## src/rtl/control_pkg.sv

```systemverilog
// control_pkg: shared state encoding and instruction class constants for the control sequencer.
package control_pkg;
  typedef enum logic [2:0] {FETCH, FETCH_IMM, EX1, EX2, LDI, HALT} state_e;
  localparam logic [1:0] CLS_SYS = 2'b00;
  localparam logic [1:0] CLS_MOV = 2'b01;
  localparam logic [1:0] CLS_ALU = 2'b10;
  localparam logic [1:0] CLS_LDI = 2'b11;
  localparam int ALU_PASS = 0;
endpackage

```

## src/rtl/control_sequencer_if.sv

```systemverilog
// control_sequencer_if: instruction handshake plus datapath strobe bundle.
// master drives instructions and observes strobes; slave is the sequencer.
interface control_sequencer_if #(
  parameter int FIELD_W = 3,
  parameter int DATA_W  = 8
);
  localparam int INST_W = 2 + 2 * FIELD_W;
  logic [INST_W-1:0]  inst;
  logic               instValid;
  logic               instReady;
  logic [FIELD_W-1:0] regSel;
  logic [FIELD_W-1:0] aluSel;
  logic               Rin;
  logic               Rout;
  logic               RAin;
  logic               RCout;
  logic               genConst;
  logic [DATA_W-1:0]  constVal;
  logic               halted;
  modport master (
    output inst, instValid,
    input  instReady, regSel, aluSel, Rin, Rout, RAin, RCout, genConst, constVal, halted
  );
  modport slave (
    input  inst, instValid,
    output instReady, regSel, aluSel, Rin, Rout, RAin, RCout, genConst, constVal, halted
  );
endinterface

```

## src/rtl/control_decode.sv

```systemverilog
// control_decode: combinational map from state and held instruction/immediate to strobes.
module control_decode import control_pkg::*; #(
  parameter int FIELD_W = 3,
  parameter int DATA_W  = 8,
  parameter int ACC_REG = 0,
  localparam int INST_W = 2 + 2 * FIELD_W
) (
  input  state_e             state_i,
  input  logic [INST_W-1:0]  ir_i,
  input  logic [DATA_W-1:0]  imm_i,
  output logic [FIELD_W-1:0] reg_sel_o,
  output logic [FIELD_W-1:0] alu_sel_o,
  output logic               rin_o,
  output logic               rout_o,
  output logic               rain_o,
  output logic               rcout_o,
  output logic               gen_const_o,
  output logic [DATA_W-1:0]  const_val_o
);
  logic [1:0]         cls;
  logic [FIELD_W-1:0] fa;
  logic [FIELD_W-1:0] fb;
  logic               is_alu;
  assign cls    = ir_i[INST_W-1 -: 2];
  assign fa     = ir_i[2*FIELD_W-1 -: FIELD_W];
  assign fb     = ir_i[FIELD_W-1:0];
  assign is_alu = cls == CLS_ALU;
  always_comb begin
    reg_sel_o   = '0;
    alu_sel_o   = '0;
    rin_o       = 1'b0;
    rout_o      = 1'b0;
    rain_o      = 1'b0;
    rcout_o     = 1'b0;
    gen_const_o = 1'b0;
    const_val_o = '0;
    case (state_i)
      EX1: begin
        reg_sel_o = fb;
        rout_o    = 1'b1;
        rain_o    = 1'b1;
      end
      EX2: begin
        alu_sel_o = is_alu ? fa : FIELD_W'(ALU_PASS);
        reg_sel_o = is_alu ? FIELD_W'(ACC_REG) : fa;
        rcout_o   = 1'b1;
        rin_o     = 1'b1;
      end
      LDI: begin
        reg_sel_o   = fb;
        gen_const_o = 1'b1;
        rin_o       = 1'b1;
        const_val_o = imm_i;
      end
      default: ;
    endcase
  end
endmodule

```

## src/rtl/control_sequencer.sv

```systemverilog
// control_sequencer: Moore sequencer stepping accepted instructions through fetch,
// immediate-fetch and execute phases; strobes come only from state and captured words.
module control_sequencer import control_pkg::*; #(
  parameter int FIELD_W = 3,
  parameter int DATA_W  = 8,
  parameter int ACC_REG = 0
) (
  input logic                clk,
  input logic                rst,
  control_sequencer_if.slave bus
);
  localparam int INST_W = 2 + 2 * FIELD_W;
  state_e              state_q, state_d;
  logic [INST_W-1:0]   ir_q, ir_d;
  logic [DATA_W-1:0]   imm_q, imm_d;
  logic                take;
  logic [1:0]          cls_in;
  logic                halt_in;
  assign take    = bus.instValid & bus.instReady;
  assign cls_in  = bus.inst[INST_W-1 -: 2];
  assign halt_in = &bus.inst[FIELD_W-1:0];
  // Gating with rst keeps instReady low for the whole reset window.
  assign bus.instReady = rst & (state_q == FETCH || state_q == FETCH_IMM);
  assign bus.halted    = state_q == HALT;
  always_comb begin
    state_d = state_q;
    ir_d    = ir_q;
    imm_d   = imm_q;
    case (state_q)
      FETCH: if (take) begin
        ir_d = bus.inst;
        if (cls_in == CLS_SYS) state_d = halt_in ? HALT : FETCH;
        else if (cls_in == CLS_LDI) state_d = FETCH_IMM;
        else state_d = EX1;
      end
      FETCH_IMM: if (take) begin
        imm_d   = bus.inst[DATA_W-1:0];
        state_d = LDI;
      end
      EX1:     state_d = EX2;
      EX2:     state_d = FETCH;
      LDI:     state_d = FETCH;
      default: state_d = HALT;
    endcase
  end
  always_ff @(posedge clk or negedge rst) begin
    if (!rst) begin
      state_q <= FETCH;
      ir_q    <= '0;
      imm_q   <= '0;
    end else begin
      state_q <= state_d;
      ir_q    <= ir_d;
      imm_q   <= imm_d;
    end
  end
  control_decode #(.FIELD_W(FIELD_W), .DATA_W(DATA_W), .ACC_REG(ACC_REG)) u_decode (
    .state_i     (state_q),
    .ir_i        (ir_q),
    .imm_i       (imm_q),
    .reg_sel_o   (bus.regSel),
    .alu_sel_o   (bus.aluSel),
    .rin_o       (bus.Rin),
    .rout_o      (bus.Rout),
    .rain_o      (bus.RAin),
    .rcout_o     (bus.RCout),
    .gen_const_o (bus.genConst),
    .const_val_o (bus.constVal)
  );
endmodule

```

## src/flat_wrapper.sv

```systemverilog
// flat-port wrapper written by rule: the top's interface ports become plain ports
module control_sequencer_flat import control_pkg::*;
#(
  parameter int FIELD_W = 3,
  parameter int DATA_W  = 8,
  parameter int ACC_REG = 0
)
  (clk, rst, bus_inst, bus_instValid, bus_instReady, bus_regSel, bus_aluSel, bus_Rin, bus_Rout, bus_RAin, bus_RCout, bus_genConst, bus_constVal, bus_halted);
  control_sequencer_if #(.FIELD_W(FIELD_W), .DATA_W(DATA_W)) bus_i ();
  input logic clk;
  input logic rst;
  input wire logic [$bits(bus_i.inst)-1:0] bus_inst;
  input wire logic [$bits(bus_i.instValid)-1:0] bus_instValid;
  output wire logic [$bits(bus_i.instReady)-1:0] bus_instReady;
  output wire logic [$bits(bus_i.regSel)-1:0] bus_regSel;
  output wire logic [$bits(bus_i.aluSel)-1:0] bus_aluSel;
  output wire logic [$bits(bus_i.Rin)-1:0] bus_Rin;
  output wire logic [$bits(bus_i.Rout)-1:0] bus_Rout;
  output wire logic [$bits(bus_i.RAin)-1:0] bus_RAin;
  output wire logic [$bits(bus_i.RCout)-1:0] bus_RCout;
  output wire logic [$bits(bus_i.genConst)-1:0] bus_genConst;
  output wire logic [$bits(bus_i.constVal)-1:0] bus_constVal;
  output wire logic [$bits(bus_i.halted)-1:0] bus_halted;
  assign bus_i.inst = bus_inst;
  assign bus_i.instValid = bus_instValid;
  assign bus_instReady = bus_i.instReady;
  assign bus_regSel = bus_i.regSel;
  assign bus_aluSel = bus_i.aluSel;
  assign bus_Rin = bus_i.Rin;
  assign bus_Rout = bus_i.Rout;
  assign bus_RAin = bus_i.RAin;
  assign bus_RCout = bus_i.RCout;
  assign bus_genConst = bus_i.genConst;
  assign bus_constVal = bus_i.constVal;
  assign bus_halted = bus_i.halted;
  control_sequencer #(.FIELD_W(FIELD_W), .DATA_W(DATA_W), .ACC_REG(ACC_REG)) u_core (.clk(clk), .rst(rst), .bus(bus_i));
endmodule
```

## config.mk

```make
export PLATFORM = sky130hd
export DESIGN_NAME = control_sequencer_flat
export DESIGN_NICKNAME = d
export VERILOG_FILES = /design/src/rtl/control_pkg.sv /design/src/rtl/control_sequencer_if.sv /design/src/rtl/control_decode.sv /design/src/rtl/control_sequencer.sv /design/src/flat_wrapper.sv
export SDC_FILE = /design/constraint.sdc
export NUM_CORES = 1
export LEC_CHECK = 0
export ABC_CLOCK_PERIOD_IN_PS = 3300
export CAP_MARGIN = 20
export CORE_MARGIN = 8
export CORE_UTILIZATION = 45
export CTS_BUF_LIST = sky130_fd_sc_hd__clkbuf_8
export DETAILED_ROUTE_END_ITERATION = 12
export DONT_BUFFER_PORTS = 1
export PLACE_DENSITY = 0.6
export SETUP_SLACK_MARGIN = 0.1
export SYNTH_ARGS = -nofsm -noshare
export SYNTH_HDL_FRONTEND = slang
export SYNTH_SLANG_ARGS = --single-unit
export TNS_END_PERCENT = 100
```

## constraint.sdc

```tcl
create_clock -name clk -period 3.3 [get_ports clk]
set_clock_uncertainty 0.05 [all_clocks]
set_input_delay 0.495 -clock clk [delete_from_list [all_inputs] [get_ports clk]]
set_output_delay 0.495 -clock clk [all_outputs]
set_load 0.02 [all_outputs]
```

---- Word level (Yosys, flattened, before mapping) ----
Cells that the tools add are included.
storage, ports and cells
  flip-flop bits (word level) ............. 19
  input bits .............................. 11
  output and inout bits ................... 21
  logic and storage cells ................. 38
operators by class
  equality and inequality tests ........... 9
  multiplexer cells ....................... 15
  bitwise gates (word level) .............. 2
  reduce and logical (&&, ||, !) cells .... 9
operators with widths
  kind                number
  $mux 3              7
  $pmux 3 s4          1
  $mux 8              1
  $eq 3x2->1 const B  2
  $eq 3x3->1 const B  2
  $pmux 3 s2          1
  $reduce_and 2->1    3
  $eq 2x2->1 const B  2
  $mux 1              4
  $ne 2x1->1 const B  2
  $reduce_or 2->1     2
  $eq 3x1->1 const B  1
  $logic_not 3->1     1
  $reduce_and 3->1    1
  $and 1x1->1         2
  $logic_not 2->1     1
  $mux 2              1
  $logic_or 1x1->1    1

---- Logic depth before layout (Yosys ltp) ----
Gate-level depths: netlist of the first run.
  depth in word-level cells ............... 6
  depth in mapped cells ................... 5
  depth with buffers taken out ............ 5

---- By module ----
A second synthesis of the first run with hierarchy kept.
second synthesis, totals
  cells, all modules ...................... 84
  area total of the unflattened synthesis .. 1079.8 sq um
by module, submodules not included
  module             instances  cells each  area an instance (sq um)  seq. area each (sq um)
  control_sequencer  1          58          875.8                     475.5
  control_decode     1          26          203.9                     0.0

---- Worst setup path after synthesis of the first run ----
OpenSTA, ideal clock, no wires.
  kind .................................... register to output
  from .................................... register u_core.state_q[1]
  to ...................................... output port bus_constVal[0]
  data arrival time ....................... 1.507 ns
  data required time ...................... 2.755 ns
  slack ................................... 1.248 ns
  cell stages (with the launch flop) ...... 5
  cells stage by stage .................... dfrtp_1 buf_2 nand2b_1 nor2_1 and2_1
between the ends
  longest elaborated chain between the ends .. 2
ends and longest elaborated chain
  what                      RTL line                 source
  start: declaration        control_sequencer.sv:13  state_e state_q, state_d;
  start signal: assignment  control_sequencer.sv:52  state_q <= state_d;
  $eq 3x3->1                control_decode.sv:37     case (state_i)
  $mux 8                    control_decode.sv:37
  end: declaration          flat_wrapper.sv:22       output wire logic [$bits(bus_i.constVal)-1:0] bus_constVal;
Every way passes these cells.

---- Worst setup path in the final report of the first run ----
Ends and elaborated chain as after synthesis.

==> flow_results.xml, run 1 <==
<?xml version="1.0" encoding="UTF-8"?>
<metrics>
  <group name="logic_synthesis">
    <metric name="synth-simple-area-share" unit="">0.171</metric>
    <metric name="syn_inst" unit="">87</metric>
    <metric name="synthesis.nets" unit="">100</metric>
    <metric name="muxShareOfSynthArea" unit="">0.202</metric>
    <metric name="synth-compound-area-share" unit="">0.0894</metric>
    <metric name="synth-seq-cells" unit="">19</metric>
    <metric name="synthXorXnorAreaFrac" unit="">0</metric>
    <metric name="synth_top_family_by_area" unit="">multiplexers</metric>
    <metric name="postSynthAreaPerCell" unit="sq um">11.9</metric>
    <metric name="seq_total_area_yosys" unit="">0.459</metric>
    <metric name="fraction_of_the_mapped_netlist_area_in_adder_cells" unit="">0.0242</metric>
    <metric name="mappedNetlistArea" unit="sq um">1040</metric>
    <metric name="ys_types" unit="">28</metric>
    <metric name="ys.warnings.count" unit="">0</metric>
  </group>
  <group name="global_route">
    <metric name="grt_util_all_layers" unit="">0.107</metric>
    <metric name="first_global_vias" unit="">642</metric>
    <metric name="antenna_found_initial" unit="">0</metric>
    <metric name="global_route_wire_length_before_repair" unit="microns">3430</metric>
    <metric name="largest_net_degree_at_the_start_of_global_routing" unit="">20</metric>
    <metric name="overflow" unit="">0</metric>
  </group>
  <group name="detailed_routing">
    <metric name="antenna_violating_nets_post_route" unit="">0</metric>
    <metric name="drt-initial-drc-count" unit="">6</metric>
    <metric name="routed_wire_length_per_instance" unit="microns">18.2</metric>
    <metric name="post-route-drc-count" unit="">0</metric>
    <metric name="drt_wl_total" unit="microns">2090</metric>
    <metric name="post_drt_via_cell_ratio" unit="">5.59</metric>
    <metric name="number_of_detailed_route_iterations_in_the_first_pass" unit="">5</metric>
    <metric name="total_via_count_in_the_routed_design" unit="">643</metric>
  </group>
  <group name="clock_tree">
    <metric name="cts-root-to-sink-buffers" unit="">2</metric>
    <metric name="htree_levels" unit="">1</metric>
    <metric name="clk_pin_slew" unit="ns">0.07</metric>
    <metric name="cts_repair_resize_count" unit="">0</metric>
    <metric name="tritoncts" unit="">done</metric>
    <metric name="cts_made_buffers" unit="">3</metric>
    <metric name="worst_skew_pair.late_latency" unit="ns">0.25</metric>
    <metric name="clock_sinks" unit="">19</metric>
    <metric name="post_cts.repair.setup_buffers" unit="">0</metric>
    <metric name="library_cell_used_as_clock_root_buffer" unit="">clkbuf_8</metric>
  </group>
  <group name="setup_path">
    <metric name="slowest_stage" unit="">nor2_1</metric>
    <metric name="cpPeakStageDelay" unit="ns">0.62</metric>
    <metric name="crit_path_max_fanout" unit="">11</metric>
    <metric name="timing.critical_path.required" unit="ns">2.75</metric>
    <metric name="cell_by_cell_listing_of_the_critical_path" unit="">nand2b_1 -&gt; nor2_1 -&gt; and2_1</metric>
    <metric name="path_class" unit="">register to output port</metric>
    <metric name="worst_setup_path_start_kind" unit="">register</metric>
    <metric name="worstSetupEndpointType" unit="">output port</metric>
    <metric name="arrival" unit="ns">2.01</metric>
  </group>
  <group name="timing">
    <metric name="layout_min_cycle_time" unit="ns">2.55</metric>
    <metric name="setup_viol" unit="">0</metric>
    <metric name="report.final.hold_viol_count" unit="">0</metric>
    <metric name="finalMaxSlewViolations" unit="">0</metric>
    <metric name="rsz0062_at_grt" unit="">false</metric>
    <metric name="final_min_period_over_clock_period" unit="">0.774</metric>
    <metric name="max_slew.worst_pin.slew" unit="ns">0.828</metric>
    <metric name="maximum_achievable_frequency" unit="MHz">392</metric>
    <metric name="max-slew-margin-rel" unit="">0.446</metric>
    <metric name="setup_total_negative_slack" unit="ns">0</metric>
  </group>
  <group name="hold_path">
    <metric name="type_of_the_tightest_min_delay_check" unit="">input pin to register</metric>
  </group>
  <group name="status">
    <metric name="run_status" unit="">finished clean</metric>
  </group>
  <group name="run">
    <metric name="max_cap_violations" unit="">0</metric>
  </group>
  <group name="placement">
    <metric name="finalWeightedCongestion" unit="">0.815</metric>
    <metric name="dp_hpwl" unit="microns">1580</metric>
    <metric name="io_buffers" unit="">0</metric>
  </group>
  <group name="power">
    <metric name="ir_drop" unit="mV">0.420</metric>
    <metric name="total_leakage_power" unit="nW">0.500</metric>
    <metric name="power-per-cell-area" unit="nW/um^2">876</metric>
    <metric name="p_total" unit="mW">0.958</metric>
  </group>
  <group name="floorplanning">
    <metric name="floorplan.initialDensity" unit="">0.473</metric>
    <metric name="die_w" unit="microns">64.0</metric>
    <metric name="pin_count" unit="">32</metric>
    <metric name="floorplan.rows" unit="">17</metric>
    <metric name="die_outline_area" unit="sq um">4090</metric>
    <metric name="core" unit="sq um">2190</metric>
    <metric name="die_height" unit="microns">64.0</metric>
  </group>
  <group name="finish">
    <metric name="num_antenna_cells" unit="">0</metric>
    <metric name="drive_gt1_frac" unit="">0.264</metric>
    <metric name="syn_to_final_growth" unit="%">5.56</metric>
    <metric name="layout.cells.most_common_list" unit="">19 x dfrtp_1, 12 x and2_1, 8 x mux2_4, 7 x mux2_2, 6 x inv_1</metric>
    <metric name="final_net_count" unit="">101</metric>
    <metric name="layout_commonest_cell" unit="">dfrtp_1</metric>
  </group>
</metrics>
-- final timing paths --
kind / startpoint / cells past startpoint / slack (ns) / to
worst max-delay path: u_core.state_q[1]$_DFFE_PN0P_ / 3 / 0.75 / bus_constVal[0]
worst min-delay path: bus_inst[2] / 1 / 0.33 / u_core.imm_q[2]$_DFFE_PN0P_
worst max register to register: u_core.state_q[0]$_DFFE_PN0P_ / 3 / 1.53 / u_core.imm_q[5]$_DFFE_PN0P_
worst min register to register: u_core.imm_q[2]$_DFFE_PN0P_ / 1 / 0.45 / u_core.imm_q[2]$_DFFE_PN0P_
max in group asynchronous: rst / 1 / 1.96 / u_core.ir_q[2]$_DFFE_PN0P_
min in group asynchronous: rst / 1 / 0.73 / u_core.state_q[0]$_DFFE_PN0P_
-- metrics by stage --
step           setup WS (ns)  instances  utilization  hold WS, ns  area, sq um
2_1_floorplan           1.25         87            -        0.149         1040
3_3_place_gp            1.06        110        0.473        0.150         1040
3_5_place_dp            1.01        110        0.473        0.150         1040
4_1_cts                0.715        115        0.499        0.328         1090
5_1_grt                0.550        115        0.499        0.320         1090
6_report               0.747        115        0.499        0.331         1090
-- kinds of logic (layout without fill, tap and decap cells) --
family / after synthesis / in the layout
AOI/OAI and AO/OA: 13 / 13
adders and majority gates: 2 / 2
buffers and inverters: 11 / 11
DFF: 19 / 19
muxes: 16 / 16
and+or+nand+nor: 26 / 26
-- layer usage --
metal	up-vias	wire length (microns)	GRT usage
li1	303	-	-
met5	-	0	0
met1	304	963	0.140
met3	4	273	0.0592
met2	32	824	0.137
met4	0	29	0.0501
-- worst max-delay path: cells and delay by family (launching register included) --
kind	cells	cell delay, ns
flops	1	0.51
simple gates	3	1.24
-- flip-flops by register name, indices dropped and copies added (netlist names) --
| register | count |
|---|---|
| u_core.imm_q | 8 |
| u_core.ir_q | 8 |
| u_core.state_q | 3 |
-- layout make-up --
type,instances,area (sq um)
Fill cell,205,1100
Sequential cell,19,475
Clock inverter,1,5.00
Tap cell,28,35.0
Inverter,6,22.5
Multi-Input combinational cell,57,504
Timing Repair Buffer,1,10.0
Clock buffer,3,41.3
-- synthesized netlist by cell type --
| cell | instances | area share |
|---|---|---|
| nor3_1 | 1 | 0.0048 |
| o41ai_1 | 1 | 0.0085 |
| nor3b_1 | 2 | 0.014 |
| a31oi_1 | 1 | 0.0060 |
| o21ba_2 | 1 | 0.0097 |
| mux2i_1 | 1 | 0.0097 |
| nand2_2 | 1 | 0.0060 |
| a211oi_1 | 1 | 0.0072 |
| inv_1 | 6 | 0.022 |
| dfrtp_1 | 19 | 0.46 |
| nor2_1 | 3 | 0.011 |
| buf_2 | 3 | 0.014 |
| buf_4 | 1 | 0.0072 |
| o21ai_0 | 1 | 0.0048 |
| a22o_1 | 3 | 0.025 |
| and2_1 | 12 | 0.072 |
| nor4_4 | 1 | 0.021 |
| or4_4 | 1 | 0.011 |
| o22ai_1 | 1 | 0.0060 |
| a21oi_1 | 3 | 0.014 |
| ha_1 | 2 | 0.024 |
| buf_6 | 1 | 0.011 |
| a21boi_0 | 1 | 0.0072 |
| mux2_2 | 7 | 0.076 |
| nand2b_1 | 3 | 0.018 |
| nand3b_1 | 1 | 0.0072 |
| nand4_1 | 1 | 0.0060 |
| mux2_4 | 8 | 0.12 |
-- power breakdown --
group          internal, mW  switching (mW)
combinational         0.178           0.173
sequential            0.346          0.0964
clock                0.0839          0.0796
-- repair_timing --
item	CTS	global route
hold buffers	1	0
setup endpoints to repair	0	0
hold endpoints to repair	19	0
Note: power is estimated with default switching activity, not from simulation.
==> run 2: changes to the inputs <==
- ABC_CLOCK_PERIOD_IN_PS: 3300 -> 2400
- clock period: 3.3 -> 2.4 ns (I/O delays scaled with it)
==> run 2 against run 1 <==
  * Core utilization rose by 1.1 points
  * Worst setup slack worse by 0.47 ns
  * Clock power grew 38%
  * Sequential cell count is the same
  * Via count grew 1.7%
  * Routed wire length up 5.9%
  * Sequential share of layout area down 0.97 points
  * Critical path depth stayed put
  * Final cell count is 2.6% higher
  * Total power up 41%
  * Worst hold slack got worse by 0.14 ns
  * Critical path type unchanged
  * Largest cell class unchanged
==> flow_results.xml, run 2 (synthesis results as in run 1) <==
<?xml version="1.0" encoding="UTF-8"?>
<metrics>
  <group name="clock_tree">
    <metric name="worst_skew_pair.late_latency" unit="ns">0.26</metric>
    <metric name="clock_sinks" unit="">19</metric>
    <metric name="post_cts.repair.setup_buffers" unit="">0</metric>
    <metric name="tritoncts" unit="">done</metric>
    <metric name="cts_made_buffers" unit="">3</metric>
    <metric name="htree_levels" unit="">1</metric>
    <metric name="library_cell_used_as_clock_root_buffer" unit="">clkbuf_8</metric>
    <metric name="clk_pin_slew" unit="ns">0.07</metric>
    <metric name="cts-root-to-sink-buffers" unit="">2</metric>
  </group>
  <group name="detailed_routing">
    <metric name="post-route-drc-count" unit="">0</metric>
    <metric name="number_of_detailed_route_iterations_in_the_first_pass" unit="">4</metric>
    <metric name="post_drt_via_cell_ratio" unit="">5.54</metric>
    <metric name="routed_wire_length_per_instance" unit="microns">18.8</metric>
    <metric name="total_via_count_in_the_routed_design" unit="">654</metric>
    <metric name="antenna_violating_nets_post_route" unit="">0</metric>
    <metric name="drt-initial-drc-count" unit="">13</metric>
    <metric name="drt_wl_total" unit="microns">2220</metric>
  </group>
  <group name="global_route">
    <metric name="antenna_found_initial" unit="">0</metric>
    <metric name="grt_util_all_layers" unit="">0.114</metric>
    <metric name="largest_net_degree_at_the_start_of_global_routing" unit="">20</metric>
    <metric name="global_route_wire_length_before_repair" unit="microns">3730</metric>
    <metric name="overflow" unit="">0</metric>
    <metric name="first_global_vias" unit="">703</metric>
  </group>
  <group name="timing">
    <metric name="finalHoldWorstSlack" unit="ns">0.191</metric>
    <metric name="max_slew.worst_pin.slew" unit="ns">0.892</metric>
    <metric name="layout_min_cycle_time" unit="ns">2.12</metric>
    <metric name="max-slew-margin-rel" unit="">0.403</metric>
    <metric name="final_min_period_over_clock_period" unit="">0.883</metric>
    <metric name="maximum_achievable_frequency" unit="MHz">472</metric>
    <metric name="finalMaxSlewViolations" unit="">0</metric>
    <metric name="setup_total_negative_slack" unit="ns">0</metric>
    <metric name="report.final.hold_viol_count" unit="">0</metric>
    <metric name="setup_viol" unit="">0</metric>
    <metric name="rsz0062_at_grt" unit="">false</metric>
  </group>
  <group name="floorplanning">
    <metric name="floorplan.initialDensity" unit="">0.473</metric>
    <metric name="die_height" unit="microns">64.0</metric>
    <metric name="pin_count" unit="">32</metric>
    <metric name="die_w" unit="microns">64.0</metric>
    <metric name="floorplan.rows" unit="">17</metric>
    <metric name="die_outline_area" unit="sq um">4090</metric>
    <metric name="core" unit="sq um">2190</metric>
  </group>
  <group name="placement">
    <metric name="finalWeightedCongestion" unit="">0.738</metric>
    <metric name="dp_hpwl" unit="microns">1650</metric>
    <metric name="io_buffers" unit="">0</metric>
    <metric name="placement.cell_area" unit="sq um">1060</metric>
  </group>
  <group name="finish">
    <metric name="syn_to_final_growth" unit="%">7.97</metric>
    <metric name="finalInstanceArea" unit="sq um">1120</metric>
    <metric name="final_net_count" unit="">104</metric>
    <metric name="final_util" unit="">0.511</metric>
    <metric name="num_antenna_cells" unit="">0</metric>
    <metric name="layout_commonest_cell" unit="">dfrtp_1</metric>
    <metric name="drive_gt1_frac" unit="">0.300</metric>
    <metric name="regArea" unit="sq um">475</metric>
    <metric name="largest_registers" unit="">u_core.imm_q x8, u_core.ir_q x8, u_core.state_q x3</metric>
    <metric name="multi_input_gate_area" unit="sq um">507</metric>
    <metric name="layout.cells.most_common_list" unit="">19 x dfrtp_1, 12 x and2_1, 8 x mux2_4, 7 x mux2_2, 6 x inv_1</metric>
    <metric name="fillers" unit="">207</metric>
  </group>
  <group name="setup_path">
    <metric name="arrival" unit="ns">1.71</metric>
    <metric name="worstSetupEndpointType" unit="">output port</metric>
    <metric name="timing.critical_path.required" unit="ns">1.99</metric>
    <metric name="crit_path_max_fanout" unit="">11</metric>
    <metric name="worst_setup_path_start_kind" unit="">register</metric>
    <metric name="path_class" unit="">register to output port</metric>
  </group>
  <group name="power">
    <metric name="ir_drop" unit="mV">0.587</metric>
    <metric name="power-per-cell-area" unit="nW/um^2">1210</metric>
    <metric name="total_leakage_power" unit="nW">0.515</metric>
    <metric name="p_total" unit="mW">1.35</metric>
  </group>
  <group name="hold_path">
    <metric name="type_of_the_tightest_min_delay_check" unit="">input pin to register</metric>
  </group>
  <group name="run">
    <metric name="max_cap_violations" unit="">0</metric>
  </group>
  <group name="status">
    <metric name="run_status" unit="">finished clean</metric>
  </group>
</metrics>
==> run 2: cell types whose count changed in the layout (fill, tap and decap cells not counted) <==
cell,previous run,this run
buf_4,0,3
nor2_1,3,2
nor2_2,0,1
==> run 2: per-layer routing <==
metal  GRT usage  vias up  routed length [microns]
li1            -      309                        -
met1       0.151      312                     1050
met2       0.149       31                      855
met3      0.0714        2                      300
met4      0.0251        0                       13
met5           0        -                        0
==> run 2: cell type report <==
type | instances | share of cell area
clock inverter | 1 | 0.00447
clock buffer | 3 | 0.0369
multi-input combinational | 57 | 0.453
inverter | 6 | 0.0201
timing repair buffer | 4 | 0.0291
sequential | 19 | 0.425
tap | 28 | 0.0313
==> run 2: final timing paths <==
check	cells past startpoint	end	startpoint	slack [ns]
max	3	bus_aluSel[1]	u_core.state_q[2]$_DFFE_PN0P_	0.28
min	1	u_core.imm_q[4]$_DFFE_PN0P_	bus_inst[4]	0.19
max reg2reg	3	u_core.imm_q[5]$_DFFE_PN0P_	u_core.state_q[0]$_DFFE_PN0P_	0.60
min reg2reg	1	u_core.imm_q[7]$_DFFE_PN0P_	u_core.imm_q[7]$_DFFE_PN0P_	0.46
max in group asynchronous	1	u_core.ir_q[0]$_DFFE_PN0P_	rst	1.14
min in group asynchronous	1	u_core.imm_q[6]$_DFFE_PN0P_	rst	0.61
==> run 2: timing repair <==
item                                   CTS  global route
endpoints found under the hold margin   19             0
gates resized for setup                  0             1
hold buffers                             1             0
setup endpoints to repair                0             8
==> run 2: where the power goes <==
group          internal, mW  switching (mW)
combinational         0.266           0.244
clock                 0.116           0.110
sequential            0.476           0.142
==> run 2: critical path, stage by stage, from the launching register on <==
cell and delay (ns):
dfrtp_1 0.51, nand3b_1 0.30, nor3b_1 0.34, and2_1 0.30
==> run 2: per-stage QoR <==
| step | setup slack, ns | std cells |
|---|---|---|
| 3_3_place_gp | 0.563 | 113 |
| 5_1_grt | 0.175 | 118 |
| 3_5_place_dp | 0.457 | 113 |
| 4_1_cts | 0.173 | 118 |
| 2_1_floorplan | 0.483 | 87 |
| 6_report | 0.280 | 118 |
